$ cat src/rtl/mem_arbiter_pkg.sv
// rtl/mem_arbiter_pkg.sv - shared widths, FSM encoding and latched-access record for the IF/MEM RAM arbiter
package mem_arbiter_pkg;

   localparam int ADDR_W = 8;
   localparam int DATA_W = 8;

   typedef enum logic [1:0] {
      ST_IDLE   = 2'd0,
      ST_ACCESS = 2'd1,
      ST_RESP   = 2'd2
   } arb_state_t;

   // Everything the FSM freezes at grant time so requesters may change or drop inputs mid-access
   typedef struct packed {
      logic              gnt_mem;
      logic              we;
      logic [ADDR_W-1:0] addr;
      logic [DATA_W-1:0] wdata;
   } access_t;

endpackage

$ cat src/rtl/mem_arbiter.sv
// rtl/mem_arbiter.sv - arbitrates IF fetches and MEM loads/stores onto one single-port RAM
module mem_arbiter
   import mem_arbiter_pkg::*;
#(
   parameter int WAIT_CYCLES = 1,
   parameter int MAX_MEM_RUN = 3
)
(
   input  logic              clock,
   input  logic              reset_n,
   input  logic              if_req,
   input  logic [ADDR_W-1:0] if_addr,
   output logic              if_ack,
   output logic [DATA_W-1:0] if_rdata,
   input  logic              mem_req,
   input  logic              mem_we,
   input  logic [ADDR_W-1:0] mem_addr,
   input  logic [DATA_W-1:0] mem_wdata,
   output logic              mem_ack,
   output logic [DATA_W-1:0] mem_rdata,
   output logic              ram_en,
   output logic              ram_we,
   output logic [ADDR_W-1:0] ram_addr,
   output logic [DATA_W-1:0] ram_wdata,
   input  logic [DATA_W-1:0] ram_rdata,
   output logic              stall_if,
   output logic              stall_mem
);

   localparam int WAIT_W = (WAIT_CYCLES > 0) ? $clog2(WAIT_CYCLES + 1) : 1;
   localparam int RUN_W  = (MAX_MEM_RUN > 0) ? $clog2(MAX_MEM_RUN + 1) : 1;
   localparam logic [WAIT_W-1:0] WAIT_INIT = WAIT_W'(WAIT_CYCLES);
   localparam logic [RUN_W-1:0]  RUN_MAX   = RUN_W'(MAX_MEM_RUN);

   arb_state_t        state;
   arb_state_t        state_nx;
   access_t           cur;
   logic [WAIT_W-1:0] wait_cnt;
   logic [RUN_W-1:0]  mem_run_cnt;
   logic              any_req;
   logic              grant_mem;

   // MEM wins unless it has already taken MAX_MEM_RUN grants in a row while IF was waiting
   function automatic logic pick_mem(input logic if_r, input logic mem_r,
                                     input logic [RUN_W-1:0] run);
      return mem_r && !(if_r && (run == RUN_MAX));
   endfunction

   assign any_req   = if_req | mem_req;
   assign grant_mem = pick_mem(if_req, mem_req, mem_run_cnt);

   always_ff @(posedge clock or negedge reset_n) begin
      if (!reset_n) begin
         state <= ST_IDLE;
      end else begin
         state <= state_nx;
      end
   end

   always_comb begin
      state_nx = state;
      case (state)
         ST_IDLE:   if (any_req) state_nx = ST_ACCESS;
         ST_ACCESS: if (wait_cnt == '0) state_nx = ST_RESP;
         ST_RESP:   state_nx = ST_IDLE;
         default:   state_nx = ST_IDLE;
      endcase
   end

   always_ff @(posedge clock or negedge reset_n) begin
      if (!reset_n) begin
         cur         <= '0;
         wait_cnt    <= '0;
         mem_run_cnt <= '0;
         if_rdata    <= '0;
         mem_rdata   <= '0;
      end else begin
         case (state)
            ST_IDLE: begin
               if (any_req) begin
                  cur.gnt_mem <= grant_mem;
                  cur.we      <= grant_mem & mem_we;
                  cur.addr    <= grant_mem ? mem_addr : if_addr;
                  cur.wdata   <= grant_mem ? mem_wdata : '0;
                  wait_cnt    <= WAIT_INIT;
               end
               // With if_req high a non-MEM grant is always an IF grant, which ends the run
               if (!if_req || !grant_mem) begin
                  mem_run_cnt <= '0;
               end else if (mem_run_cnt != RUN_MAX) begin
                  mem_run_cnt <= mem_run_cnt + 1'b1;
               end
            end
            ST_ACCESS: begin
               if (wait_cnt != '0) begin
                  wait_cnt <= wait_cnt - 1'b1;
               end else if (cur.gnt_mem) begin
                  mem_rdata <= ram_rdata;
               end else begin
                  if_rdata <= ram_rdata;
               end
            end
            default: ;
         endcase
      end
   end

   always_comb begin
      if_ack    = 1'b0;
      mem_ack   = 1'b0;
      ram_en    = 1'b0;
      ram_we    = 1'b0;
      ram_addr  = '0;
      ram_wdata = '0;
      case (state)
         ST_ACCESS: begin
            ram_en    = 1'b1;
            ram_addr  = cur.addr;
            ram_we    = cur.we;
            ram_wdata = cur.we ? cur.wdata : '0;
         end
         ST_RESP: begin
            if_ack  = ~cur.gnt_mem;
            mem_ack = cur.gnt_mem;
         end
         default: ;
      endcase
   end

   assign stall_if  = if_req & ~if_ack;
   assign stall_mem = mem_req & ~mem_ack;

endmodule

$ cat config.mk
export PLATFORM = sky130hd
export DESIGN_NAME = mem_arbiter
export DESIGN_NICKNAME = d
export VERILOG_FILES = /design/src/rtl/mem_arbiter_pkg.sv /design/src/rtl/mem_arbiter.sv
export SDC_FILE = /design/constraint.sdc
export NUM_CORES = 1
export LEC_CHECK = 0
export CAP_MARGIN = 0
export CORE_ASPECT_RATIO = 0.8
export CORE_MARGIN = 1.5
export CORE_UTILIZATION = 42
export DETAILED_ROUTE_END_ITERATION = 7
export PLACE_DENSITY = 0.77
export SETUP_SLACK_MARGIN = 0.15
export SYNTH_ARGS = -nofsm -noshare
export SYNTH_HDL_FRONTEND = slang
export SYNTH_SLANG_ARGS = --single-unit
$ cat constraint.sdc
create_clock -name clock -period 2.01 [get_ports clock]
set_input_delay 0.402 -clock clock [delete_from_list [all_inputs] [get_ports clock]]
set_output_delay 0.402 -clock clock [all_outputs]
set_load 0.03 [all_outputs]
## Yosys cells after proc, flatten, opt, wreduce, memory -nomap -nowiden

Cells that the tools add are included.

| storage, ports and cells | value |
|---|---|
| output and inout bits | 38 |
| bits in registers | 39 |
| word-level logic and storage cells | 57 |

| operators by class | value |
|---|---|
| bitwise operators | 8 |
| eq/ne operators | 6 |
| $add $sub $neg | 2 |
| mux-type cells | 17 |
| reduce and logical (&&, ||, !) cells | 15 |

Operators by type and width:

| cell | number |
|---|---|
| $mux W8 | 5 |
| $mux W2 | 4 |
| $reduce_and A2 Y1 | 4 |
| $mux W1 | 6 |
| $ne A2 B2 Y1 const B | 3 |
| $reduce_and A3 Y1 | 2 |
| $eq A2 B2 Y1 const B | 2 |
| $not A1 Y1 | 4 |
| $pmux W2 S2 | 1 |
| $reduce_bool A2 Y1 | 2 |
| $and A1 B1 Y1 | 3 |
| $logic_not A1 Y1 | 3 |
| $add A2 B1 Y2 const B | 1 |
| $eq A2 B1 Y1 const B | 1 |
| $logic_and A1 B1 Y1 | 2 |
| $logic_not A2 Y1 | 1 |
| $pmux W1 S2 | 1 |
| $logic_or A1 B1 Y1 | 1 |
| $or A1 B1 Y1 | 1 |
| $sub A1 B1 Y1 const B | 1 |

## Logic depth before layout (Yosys ltp)

| depth | value |
|---|---|
| depth in word-level cells | 8 |
| mapped depth | 6 |

## Worst setup path after synthesis

Ideal clock, no wire load.

| timing | value |
|---|---|
| path type | reg-to-output |
| start point | register state[0] |
| end point | output stall_if |
| data required time | 1.608 ns |
| slack | 0.010 ns |
| path buffers | 0 |
| data arrival time | 1.598 ns |
| stages on the path, launching flop included | 3 |
| path through | dfrtp_1 nor3b_1 nor2b_1 |

| on the way | value |
|---|---|
| cells in the longest elaborated chain, start to end | 4 |

RTL lines:

| element | line | RTL |
|---|---|---|
| start: declaration | mem_arbiter.sv:35 | `arb_state_t state;` |
| start signal: assignment | mem_arbiter.sv:56 | `state <= state_nx;` |
| $eq A2 B2 Y1 | mem_arbiter.sv:115 | `case (state)` |
| $mux W1 | mem_arbiter.sv:115 |  |
| via if_ack | mem_arbiter.sv:13 | `output logic if_ack,` |
| $not A1 Y1 | mem_arbiter.sv:130 | `assign stall_if = if_req & ~if_ack;` |
| $and A1 B1 Y1 | mem_arbiter.sv:130 |  |
| end: declaration | mem_arbiter.sv:26 | `output logic stall_if,` |

The timed path passes the listed nets, and every way through them passes these cells.

## Worst setup path in the final report

| timing | value |
|---|---|
| start point | register state[0] |
| end point | output ram_wdata[1] |

| on the way | value |
|---|---|
| cells in the longest elaborated chain, start to end | 2 |

RTL lines:

| element | line | RTL |
|---|---|---|
| $eq A2 B1 Y1 | mem_arbiter.sv:115 |  |
| $mux W8 | mem_arbiter.sv:115 |  |
| end: declaration | mem_arbiter.sv:24 | `output logic [DATA_W-1:0] ram_wdata,` |

Every way passes these cells.

==> flow_summary.toml <==
[floorplan]
chipWidth_um = 74.71
num_rows = 20
core-area_um2 = 3879
die_y_um = 60.37
start_util_pct = 44.55
die_area_um2 = 4510
ioPinCount = 75

[cts]
worstSkewPairLatency_ps = 290
clk_pin_slew_worst_paths_ps = 80
htreeDepth = 2
root_buffer = "clkbuf_8"
numCtsBuffers = 5
cts_tree = "done"
clock_path_buffers = 2
cts.sinks = 39

[detailed_routing]
viasPerCell = 4.886
first_pass_iters = 4
first_iter_violations = 35
route.detailed.drc = 0
wirelength_mm = 4.232
dr_total_vias = 1334
ant_nets = 0
avgRoutedWirePerCell_um = 15.50

[yosys]
synth_area_um2 = 1728
netlist.area_leader.share_pct = 56.48
synthesis.nets = 165
yosysUniqueCellTypes = 24
netlist_instances = 127
syn_avg_cell_area_um2 = 13.61
synth-seq-cells = 39
synth.yosys.seq_area_share_pct = 56.48
ys_warn_count = 0
yosys.area.top_type = "dfrtp_1"
synth.area.top_cells = "dfrtp_1 (56%), mux2_2 (21%), a22o_1 (4.6%), and2_1 (3.3%), and3_1 (2.9%)"

[grt]
grt_pass1_vias = 1340
grt_max_degree = 40
grt_pass1_wl_mm = 6.465
overflow = 0
grt_use_total_pct = 20.20
antenna_found_initial = 0

[hold_path]
hp-class = "input port to async pin"

[finish]
drive_gt1_share_pct = 40.37
final_nets = 255
syn_to_final_growth_pct = 56.77
fillerInstances = 275
multi_input_area_um2 = 739.5
num_antenna_cells = 0
regArea_um2 = 977.2
finalInstanceArea_um2 = 2709

[power_and_ir_drop]
ir_worst_vdd_mv = 0.7490
power.density_nw_per_um2 = 1643
cellLeakagePower_nw = 1.218
power_w = 0.004451

[placed_design]
placed_cell_area_um2 = 2507
io_buffers = 74
hpwl_mm = 3.058
gp_congestion = 0.8172

[sta]
rsz0062_at_grt = "true"
hold_violations = 0
fmax_ghz = 0.5412
finalCritPeriodShare_pct = 91.93
slew_viol_final = 0
max_slew_margin_pct = 44.29
tightest_slew_ps = 835.6
holdWs_ps = 202.4
clock_skew_ps = 9.466
setup-tns-final_ps = 0
period_needed_ps = 1848
setup_violations = 0

[run_status]
outcome = "completed"

[job]
maxCapViolations = 0

[critical_path]
critical_path_class = "flop to output port"
cp_slowest_cell = "dfrtp_2"
cp_max_fo = 5
critPathCaptureType = "output port"
critPathRequiredTime_ps = 1610
worstPathCellList = "nand2b_4 > buf_8 > clkinvlp_4 > and3_1 > buf_4"
crit_path_max_incr_delay_ps = 430
cp-start-kind = "flop"
worst_ep_arrival_time_ps = 1450
rrSetupSlack_ps = 240
## power breakdown
group | switching, W | internal [W] | total (W)
Sequential | 0.000250 | 0.00117 | 0.00142
Combinational | 0.00128 | 0.00119 | 0.00247
Clock | 0.000279 | 0.000280 | 0.000559
## cell type report
| type | instances | share of cell area [%] |
|---|---|---|
| Clock buffer | 6 | 3.048 |
| Multi-Input combinational cell | 81 | 27.30 |
| Clock inverter | 2 | 0.6005 |
| Tap cell | 55 | 2.540 |
| Sequential cell | 39 | 36.07 |
| Inverter | 2 | 0.4157 |
| Timing Repair Buffer | 86 | 29.56 |
| Timing Repair inverter | 2 | 0.4619 |
## repair_timing
action | in CTS | in global routing
cloned | 2 | 0
pin swaps | 0 | 1
setup endpoints to repair | 20 | 11
gates resized for setup | 5 | 12
setup buffers | 4 | 3
hold buffers | 0 | 0
## placed cells by master, fill, tap and decap left out, types with 2 or more instances in the layout
master / n
buf_6: 3
clkbuf_8: 6
nor2_1: 3
and3_4: 4
and2_1: 9
buf_4: 27
nand2_1: 4
clkdlybuf4s50_1: 51
and3_1: 4
clkinvlp_4: 3
o21ai_0: 2
buf_2: 2
nor2b_1: 2
dfrtp_1: 38
a22o_1: 9
mux2_2: 32
## registers in the layout (all words and copies together), names as in the netlist
register,flops
cur,18
if_rdata,8
mem_rdata,8
mem_run_cnt,2
state,2
wait_cnt,1
## Yosys cell counts
library cell and count:
a21o_1 1, a21bo_1 1, nor3b_1 1, and2_1 9
nand2b_4 1, clkbuf_1 1, o21ai_0 3, nor3_4 1
mux2_2 32, nand3_1 1, nor2_1 3, dfrtp_1 39
inv_1 2, buf_6 1, and3_1 8, a22o_1 9
a31o_2 1, nor3_1 1, nand2_1 4, and3b_2 1
ha_1 1, buf_2 3, nor2b_1 2, nor3b_4 1
## per-layer routing
metal / up-vias / wire length, um / track usage [%] / part of all wire (%)
met3: 5 / 156 / 5.316 / 3.7
met1: 662 / 1808 / 25.95 / 43
met4: 0 / 63 / 8.571 / 1.5
li1: 630 / - / - / -
met5: - / 0 / 0 / 0
met2: 37 / 2204 / 32.91 / 52
## critical path: cells and delay by family (launching register included)
family	cells	cell delay (ps)
flops	1	430
buf+inv	3	410
simple gates	2	330
## metrics by stage
step	setup WS [ps]	util [%]	instances
2_1_floorplan	299.6	-	127
3_3_place_gp	112.4	64.65	256
3_5_place_dp	46.62	64.65	256
4_1_cts	104.4	68.35	270
5_1_grt	106.3	69.84	273
6_report	162.1	69.84	273
## cell families after synthesis
logic type               after synthesis  share of synthesized area [%]
AND/OR/NAND/NOR                       33                          12.82
AO/OA/AOI/OAI                         15                          6.952
multiplexers                          32                          20.85
adder cells (fa/ha/maj)                1                         0.7240
flip-flops                            39                          56.48
buffers and inverters                  7                          2.172
## path summary, 6_finish.rpt
path,cells past startpoint,end,start
max,5,ram_wdata[1],state[0]$_DFFE_PN0P_
min,1,cur[5]$_DFFE_PN0P_,reset_n
max reg2reg,5,mem_rdata[2]$_DFFE_PN0P_,state[1]$_DFFE_PN0P_
min reg2reg,1,if_rdata[0]$_DFFE_PN0P_,if_rdata[0]$_DFFE_PN0P_
max in group asynchronous,1,state[0]$_DFFE_PN0P_,reset_n
min in group clock,1,if_rdata[0]$_DFFE_PN0P_,if_rdata[0]$_DFFE_PN0P_
Note: power is estimated with default switching activity, not from simulation.
